**src/rtl/exam_pkg.sv**
```systemverilog
// rtl/exam_pkg.sv - shared types, constants and helpers for the DE2 exam wrappers
// Contents: state_t FSM encoding, clog2() width helper, st_led one-hot codes.
package exam_pkg;

    typedef enum logic [2:0] {
        ST_WAIT_PRESS   = 3'd0,
        ST_CAPTURE      = 3'd1,
        ST_WAIT_RELEASE = 3'd2,
        ST_EXEC         = 3'd3,
        ST_FINISHED     = 3'd4
    } state_t;

    // st_led bit order is {DONE, EXEC, CAPTURING, WAIT}
    localparam logic [3:0] LED_WAIT      = 4'b0001;
    localparam logic [3:0] LED_CAPTURING = 4'b0010;
    localparam logic [3:0] LED_EXEC      = 4'b0100;
    localparam logic [3:0] LED_DONE      = 4'b1000;

    // Ceiling log2; clog2(1) is 0, callers clamp where a zero-width bus would result
    function automatic int clog2(input int n);
        int r;
        r = 0;
        while ((1 << r) < n) begin
            r = r + 1;
        end
        return r;
    endfunction

endpackage

```
**src/rtl/key_edge_sync.sv**
```systemverilog
// rtl/key_edge_sync.sv - 2-flop synchroniser with registered falling-edge pulse for one pushbutton
// Ports: clk_i, rst_ni (async active-low), key_n_i (raw active-low key),
//        level_o (synchronised key level), pulse_o (1-cycle press pulse).
module key_edge_sync (
    input  logic clk_i,
    input  logic rst_ni,
    input  logic key_n_i,
    output logic level_o,
    output logic pulse_o
);

    logic sync1_q;
    logic sync2_q;
    logic prev_q;
    logic pulse_q;

    // Flops reset to the "pressed" level so a key held through reset produces
    // no pulse until it has been released and pressed again.
    always_ff @(posedge clk_i or negedge rst_ni) begin
        if (!rst_ni) begin
            sync1_q <= 1'b0;
            sync2_q <= 1'b0;
            prev_q  <= 1'b0;
            pulse_q <= 1'b0;
        end else begin
            sync1_q <= key_n_i;
            sync2_q <= sync1_q;
            prev_q  <= sync2_q;
            pulse_q <= prev_q & ~sync2_q;
        end
    end

    assign level_o = sync2_q;
    assign pulse_o = pulse_q;

endmodule

```
**src/rtl/operand_entry_seq.sv**
```systemverilog
// rtl/operand_entry_seq.sv - operand-entry sequencer between the DE2 switch debouncer and an exam datapath
// Ports: CLOCK_50, rst (async active-low); sw_data/sw_arm switches; key_n/key_sel_n raw keys;
//        ops (captured operands), start/done handshake, res (results), disp/sel result display,
//        op_idx (next operand slot), st_led (one-hot {DONE, EXEC, CAPTURING, WAIT}).
module operand_entry_seq
    import exam_pkg::*;
#(
    parameter int WIDTH   = 16,
    parameter int NUM_OPS = 4,
    parameter int NUM_RES = 2,
    localparam int SEL_W  = (clog2(NUM_RES) < 1) ? 1 : clog2(NUM_RES),
    localparam int IDX_W  = clog2(NUM_OPS + 1)
) (
    input  logic                       CLOCK_50,
    input  logic                       rst,
    input  logic [WIDTH-1:0]           sw_data,
    input  logic                       sw_arm,
    input  logic                       key_n,
    input  logic                       key_sel_n,
    output logic [NUM_OPS*WIDTH-1:0]   ops,
    output logic                       start,
    input  logic                       done,
    input  logic [NUM_RES*WIDTH-1:0]   res,
    output logic [WIDTH-1:0]           disp,
    output logic [SEL_W-1:0]           sel,
    output logic [IDX_W-1:0]           op_idx,
    output logic [3:0]                 st_led
);

    localparam logic [IDX_W-1:0] OPS_FULL = IDX_W'(NUM_OPS);
    localparam logic [SEL_W-1:0] SEL_LAST = SEL_W'(NUM_RES - 1);

    logic next_level;
    logic next_pulse;
    logic sel_pulse;

    state_t                     state_q;
    logic [NUM_OPS*WIDTH-1:0]   ops_q;
    logic [IDX_W-1:0]           op_idx_q;
    logic                       start_q;
    logic [3:0]                 st_led_q;
    logic [SEL_W-1:0]           sel_q;
    logic [WIDTH-1:0]           disp_q;

    key_edge_sync u_next_key (
        .clk_i   (CLOCK_50),
        .rst_ni  (rst),
        .key_n_i (key_n),
        .level_o (next_level),
        .pulse_o (next_pulse)
    );

    key_edge_sync u_sel_key (
        .clk_i   (CLOCK_50),
        .rst_ni  (rst),
        .key_n_i (key_sel_n),
        .level_o (),
        .pulse_o (sel_pulse)
    );

    // The operand write and index increment are issued on the edge that enters
    // CAPTURE, so the operand lands one edge after the press pulse; CAPTURE then
    // hands over to WAIT_RELEASE.
    always_ff @(posedge CLOCK_50 or negedge rst) begin
        if (!rst) begin
            state_q  <= ST_WAIT_PRESS;
            ops_q    <= '0;
            op_idx_q <= '0;
            start_q  <= 1'b0;
            st_led_q <= LED_WAIT;
        end else begin
            case (state_q)
                ST_WAIT_PRESS: begin
                    if (next_pulse) begin
                        if (op_idx_q == OPS_FULL) begin
                            state_q  <= ST_EXEC;
                            start_q  <= 1'b1;
                            st_led_q <= LED_EXEC;
                        end else if (sw_arm) begin
                            ops_q[int'(op_idx_q)*WIDTH +: WIDTH] <= sw_data;
                            op_idx_q <= op_idx_q + IDX_W'(1);
                            state_q  <= ST_CAPTURE;
                            st_led_q <= LED_CAPTURING;
                        end
                    end
                end
                ST_CAPTURE: begin
                    state_q  <= ST_WAIT_RELEASE;
                    st_led_q <= LED_CAPTURING;
                end
                ST_WAIT_RELEASE: begin
                    if (next_level) begin
                        state_q  <= ST_WAIT_PRESS;
                        st_led_q <= LED_WAIT;
                    end
                end
                ST_EXEC: begin
                    if (done) begin
                        state_q  <= ST_FINISHED;
                        st_led_q <= LED_DONE;
                    end
                end
                ST_FINISHED: begin
                    // Restart: operands are kept so only the ones re-entered change
                    if (next_pulse) begin
                        start_q  <= 1'b0;
                        op_idx_q <= '0;
                        state_q  <= ST_WAIT_RELEASE;
                        st_led_q <= LED_CAPTURING;
                    end
                end
                default: begin
                    state_q  <= ST_WAIT_PRESS;
                    start_q  <= 1'b0;
                    st_led_q <= LED_WAIT;
                end
            endcase
        end
    end

    // Result selection runs independently of the FSM
    always_ff @(posedge CLOCK_50 or negedge rst) begin
        if (!rst) begin
            sel_q  <= '0;
            disp_q <= '0;
        end else begin
            if (sel_pulse) begin
                sel_q <= (sel_q == SEL_LAST) ? '0 : sel_q + SEL_W'(1);
            end
            disp_q <= res[int'(sel_q)*WIDTH +: WIDTH];
        end
    end

    assign ops    = ops_q;
    assign start  = start_q;
    assign op_idx = op_idx_q;
    assign st_led = st_led_q;
    assign sel    = sel_q;
    assign disp   = disp_q;

endmodule
```
**config.mk**
```make
export PLATFORM = sky130hd
export DESIGN_NAME = operand_entry_seq
export DESIGN_NICKNAME = d
export VERILOG_FILES = /design/src/rtl/exam_pkg.sv /design/src/rtl/key_edge_sync.sv /design/src/rtl/operand_entry_seq.sv
export SDC_FILE = /design/constraint.sdc
export NUM_CORES = 1
export LEC_CHECK = 0
export BUFFER_PORTS_ARGS = -buffer_cell sky130_fd_sc_hd__clkbuf_2
export CAP_MARGIN = 20
export CORE_MARGIN = 8
export CORE_UTILIZATION = 55
export CTS_BUF_LIST = sky130_fd_sc_hd__clkbuf_8
export DETAILED_ROUTE_END_ITERATION = 16
export PLACE_DENSITY = 0.88
export SKIP_CTS_REPAIR_TIMING = 1
export SYNTH_ARGS = -nofsm -noshare
export SYNTH_HDL_FRONTEND = slang
export SYNTH_SLANG_ARGS = --single-unit
```
**constraint.sdc**
```tcl
create_clock -name CLOCK_50 -period 7.34 [get_ports CLOCK_50]
set_input_delay 0.734 -clock CLOCK_50 [delete_from_list [all_inputs] [get_ports CLOCK_50]]
set_output_delay 0.734 -clock CLOCK_50 [all_outputs]
set_load 0.03 [all_outputs]
```
# Word level (Yosys, flattened, before mapping)
# Cells that the tools add are included.
dict set report totals {
  wordCells 72
  regBits 100
  out_inout_bits 89
}
dict set report classes {
  bitwise 6
  muxes 25
  shift 3
  n_eq_ne 13
  n_reduce_logical 7
  add_sub_neg 3
}
# op count
set op_table {}
lappend op_table {{64-bit bitwise mux} 1}
lappend op_table {{16-bit by 33-bit variable shift with 64-bit output, first input constant} 1}
lappend op_table {{16-bit by 33-bit indexed part select with 64-bit output} 1}
lappend op_table {{7-bit negator with 33-bit output} 1}
lappend op_table {{32-bit by 6-bit indexed part select with 16-bit output} 1}
lappend op_table {{3-bit 2-to-1 mux} 10}
lappend op_table {{4-bit 2-to-1 mux} 6}
lappend op_table {{4-bit one-hot mux with 5 select lines} 1}
lappend op_table {{3-bit one-hot mux with 5 select lines} 1}
lappend op_table {{5-bit AND reduction} 2}
lappend op_table {{2-bit inequality test, second input constant} 4}
lappend op_table {{4-bit AND reduction} 2}
lappend op_table {{3-bit by 2-bit == test with 1-bit output, second input constant} 2}
lappend op_table {{3-bit == test, second input constant} 2}
lappend op_table {{2-bit by 1-bit inequality test with 1-bit output, second input constant} 3}
lappend op_table {{3-bit one-hot mux with 2 select lines} 1}
lappend op_table {{1-bit 2-to-1 mux} 4}
lappend op_table {{1-bit inverter} 4}
lappend op_table {{3-bit by 1-bit adder with 3-bit output, second input constant} 1}
lappend op_table {{3-bit by 1-bit == test with 1-bit output, second input constant} 1}
lappend op_table {{3-bit logical NOT} 1}
lappend op_table {{3-bit inequality test, second input constant} 1}
lappend op_table {{1-bit one-hot mux with 3 select lines} 1}
lappend op_table {{3-bit OR reduction} 1}
lappend op_table {{other kinds (3)} 4}

# Depth between registers and ports, before layout
dict set report logic_depth {
  word_depth 5
  mapped_depth 9
  depth_no_buf 7
}

# Modules after synthesis
# Synthesis repeated with hierarchy kept, for this count alone.
dict set report unflattened {
  cells_unflattened 287
  area_unflattened_um2 4083.9
}
# mod area_per_inst_um2 seq_area_each_um2 instances cells_each
set by_module_without_submodules {}
lappend by_module_without_submodules {operand_entry_seq 3856.2 2278.4 1 277}
lappend by_module_without_submodules {key_edge_sync 113.9 100.1 2 5}

# Least setup slack after synthesis
# OpenSTA, ideal clock, no wires.
dict set report synth_timing {
  path_kind {flip-flop to flip-flop}
  start {register op_idx_q[1], in the netlist op_idx[1]}
  end {register ops_q[38], in the netlist ops[38]}
  path_stages_with_launch 9
  arrival_time_ps 2639
  required_ps 7213
  period_less_slack_ps 2766
  slack_ps 4574
  cell_sequence {dfrtp_1 > inv_1 > ha_1 > ha_1 > nor4_4 > nand4_2 > a2111oi_4 > buf_6 > mux2_1}
}
dict set report synth_via {
  elab_chain_cells 3
  elab_cells_between_ends 7
  cone_classes {add/sub (1); eq/ne (1); shift (2); mux (1); bitwise (1); reduce/logical (1)}
}
# element line
set synth_lines {}
lappend synth_lines {{start: declaration} operand_entry_seq.sv:39} ;# logic [IDX_W-1:0] op_idx_q;
lappend synth_lines {{start signal: assignment} operand_entry_seq.sv:81} ;# op_idx_q <= op_idx_q + IDX_W'(1);
lappend synth_lines {{7-bit negator with 33-bit output or 3-bit == test (tied branches)} {operand_entry_seq.sv:80, operand_entry_seq.sv:75}}
lappend synth_lines {{16-bit by 33-bit indexed part select with 64-bit output (tied with other cells)} operand_entry_seq.sv:80} ;# ops_q[int'(op_idx_q)*WIDTH +: WIDTH] <= sw_data;
lappend synth_lines {{64-bit bitwise mux or 4-bit AND reduction (tied branches)} n/a}
lappend synth_lines {{end signal: indexed assignment} operand_entry_seq.sv:80}
lappend synth_lines {{end: declaration} operand_entry_seq.sv:38} ;# logic [NUM_OPS*WIDTH-1:0] ops_q;
# Several ways; a longest one is shown, not always the timed one.
# A chain may end at the register's enable or synchronous reset.

# Worst setup path after layout
dict set report layout_timing {
  start {register op_idx_q[0], in the netlist op_idx[0]}
  end {register ops_q[3], in the netlist ops[3]}
}
# Same word-level chain as after synthesis.

==> results summary <==
The post-synthesis cell count came out at 250. The sequential cell area fraction in the yosys report is 63.9%. The die width came out at 100 um. The final sum of negative setup slack came out at 0 ns. Global routing consumed, on the met2 layer, ~32% of the routing resources.

The first global-routing pass estimated 14.4 mm of wire. For this design the top-level I/O count stands at 143. The routed layout has about 2600 vias. The maximum number of pins on one net before global-route repair is 52.

After Yosys synthesis, full adders, half adders and majority gates account for 1.29% of the synthesized area. The cell area power density came out at about 450 nW/um^2. In this run the static leakage power is 2.61 nW. The final critical delay including setup and external delays is 3.02 ns. The worst hold-check slack is 0.352 ns. The post-route total power is around 2.2 mW.

STA classifies the critical path endpoint as a flop. The number of filler cells placed in the layout came out at 465. The synthesis-to-finish area growth came out at 26.4%. The number of antenna-violating nets in the routed design is 0. The part of the cycle the worst path needs came out at between 40 and 50%.

The count of pins over their slew limit came out at 0. The synthesized-area fraction occupied by xor and xnor cells is 0.226%. The count of port buffers added during placement came out at between 100 and 150. The run finished with clean final reports. In the layout the commonest cells are clkbuf_2 (141), dfrtp_1 (98), mux2_2 (71). The via count of the first global-routing pass is 2834.

The leading area contributor after synthesis is dfrtp_1. The relative slew slack came out at 30.0%. The half-perimeter wire length after placement came out at slightly below 7 mm. The number of nets at the end of the flow is between 400 and 500. The via-per-instance ratio is 5.17. The met1 capacity usage during global routing is 20.7%.

Leaving out fill and tap cells, the most frequent cell in the layout is clkbuf_2. The count of cell types in the netlist came out at 35. The number of failing hold endpoints at the final stage came out at 0. The detailed-route wire length per cell is about 18 um.

The area of the die came out at about 10000 sq um. The top cell type's share of synthesized area came out at 63.2%. The maximum frequency from static timing analysis is 331 MHz. The number of flip-flops and latches in the synthesized netlist is 99.

The die extent in y came out at 100 um. The clock tree synthesis step divided the H-tree into 3 levels. The proportion of layout cells with a drive suffix above 1 came out at 59.6%. The initial antenna violation count is 0. The area of the placeable core came out at 6790 sq um. The layer flagged by global routing as most heavily used is met2. For the pin with the worst max-slew slack, the measured transition is about 1.0 ns. The post-synthesis compound-gate area fraction is 3.84%.

The post-synthesis simple-gate area fraction is 4.58%. The highest net fanout along the worst path is 16. The final weighted congestion of routability-driven global placement came out at 0.867.

The number of setup violations in the final report came out at 0. The final layout contains routed wiring with a total length of ~9.0 mm. The total clock sinks is 99.

TritonCTS built the clock tree. Measured against the total synthesized area, the mux share comes to 23.8%. The initial core utilization is a little under three fifths. The final cell utilization of the core came out at 72.2%.

Yosys printed 0 warnings. The average instance in the mapped netlist occupies 15.5 sq um. The deepest clock path buffer count is 2. The worst voltage drop across the vdd grid is between 0.2 and 0.3 mV. The overall fraction of global-route tracks in use is 18.5%. For the worst setup path, the data arrival time is 3.26 ns. 0 antenna diodes ended up in the layout. The met3 capacity usage during global routing is 5.05%. After the first detailed-routing iteration, the DRC count stood at 68.

The worst setup path is launched from a flop. The number of buffers inserted during clock tree synthesis is 9. Max-cap violations in this run came to 0. The clock arrives with 0.00859 ns of skew. The post-synthesis net count came out at approximately 310. The detailed-router iteration count before antenna repair came out at 4. Setup repair after global routing left no endpoint under its margin. The root buffer cell chosen for the clock tree is clkbuf_8. Clock-pin slew was measured on the worst setup and hold paths at 0.09 ns. The final routed DRC violation total is 0. In this run the cell area of the synthesized design comes to 3880 sq um.

The total number of placement rows is 30. The sum of overflow across all layers after global routing came out at 0. After synthesis, the cell types taking the most area are dfrtp_1 (63%), mux2_2 (21%), mux2_1 (2.9%). The clock insertion delay at the later pin of the skew report is 0.36 ns. After synthesis, the largest family of logic cells by area is multiplexers. By startpoint and endpoint, the worst setup path is classified as reg -> reg. The path class of the tightest hold or removal check is reg -> reg. The critical path required time came out at 7.58 ns.
through the flow:
stage	cell area, sq um	cells	setup slack, ns
after floorplan	3880	250	4.57
after global placement	4660	479	4.46
after detailed placement	4660	479	4.35
after CTS	4910	495	4.32
after global routing	4910	495	4.10
final	4910	495	4.32
state kept, by name, indices dropped and copies added, names as in the netlist, 3 cells and up:
name	cells
ops	64
disp	16
st_led	3
state_q	3
op_idx	3
metal layers:
metal  share of wire, %  wire [um]
met1                 40       3540
met2                 53       4760
met3                5.8        523
met4                1.5        135
met5                  0          0
report_power, final:
part | leakage [nW] | internal, mW | switching, mW
clock network | 0.123 | 0.236 | 0.182
logic | 1.20 | 0.316 | 0.612
registers | 1.29 | 0.737 | 0.135
synthesized netlist by cell type:
master / number
dfrtp_1: 98
mux2_2: 71
mux2_1: 10
nor2_1: 7
o21ai_0: 6
nand2_1: 5
a21oi_1: 4
clkbuf_1: 4
ha_1: 4
inv_1: 4
nor2b_1: 4
buf_2: 3
buf_6: 3
buf_4: 2
nand2b_1: 2
nand3_1: 2
nor4_4: 2
or3_1: 2
a2111oi_4: 1
a21o_1: 1
a22o_1: 1
a31oi_1: 1
a32o_1: 1
a32oi_1: 1
dfstp_2: 1
mux2i_1: 1
nand4_1: 1
nand4_2: 1
nor3_1: 1
o211ai_1: 1
o22ai_1: 1
o2bb2ai_1: 1
o31ai_1: 1
or2_2: 1
xor2_1: 1
worst max-delay path: stages, from the launching register on:
cell and delay (ns):
dfrtp_1 0.47, inv_1 0.12, ha_1 0.24, ha_1 0.27, nor4_4 0.26, nand3_1 0.23, nor4_4 0.90, mux2_2 0.43
worst paths after layout:
kind                                              startpoint                            to  slack, ns  cells past startpoint
worst max-delay path                   op_idx[0]$_DFFE_PN0P_            ops[3]$_DFFE_PN0P_       4.32                      7
worst min-delay path            u_next_key.sync1_q$_DFF_PN0_  u_next_key.level_o$_DFF_PN0_       0.35                      0
worst max register to register         op_idx[0]$_DFFE_PN0P_            ops[3]$_DFFE_PN0P_       4.32                      7
worst min register to register  u_next_key.sync1_q$_DFF_PN0_  u_next_key.level_o$_DFF_PN0_       0.35                      0
max in group asynchronous                                rst           ops[48]$_DFFE_PN0P_       5.94                      2
min in group asynchronous                                rst        state_q[2]$_DFFE_PN0P_       0.37                      1
cell type report:
type,instances,area [sq um],area share [%]
clock inverters,6,111,2.27
multi-input cells,135,1310,26.7
well taps,96,120,2.45
inverters,4,15.0,0.306
repair buffers,145,736,15.0
clock buffers,10,138,2.81
flip-flops and latches,99,2480,50.5
cell families after synthesis:
kind of cell	Yosys count
AO/OA/AOI/OAI	20
XOR/XNOR	1
adder cells (fa/ha/maj)	4
buffers and inverters	16
flip-flops	99
multiplexers	82
AND/OR/NAND/NOR	28
Note: power is estimated with default switching activity, not from simulation.
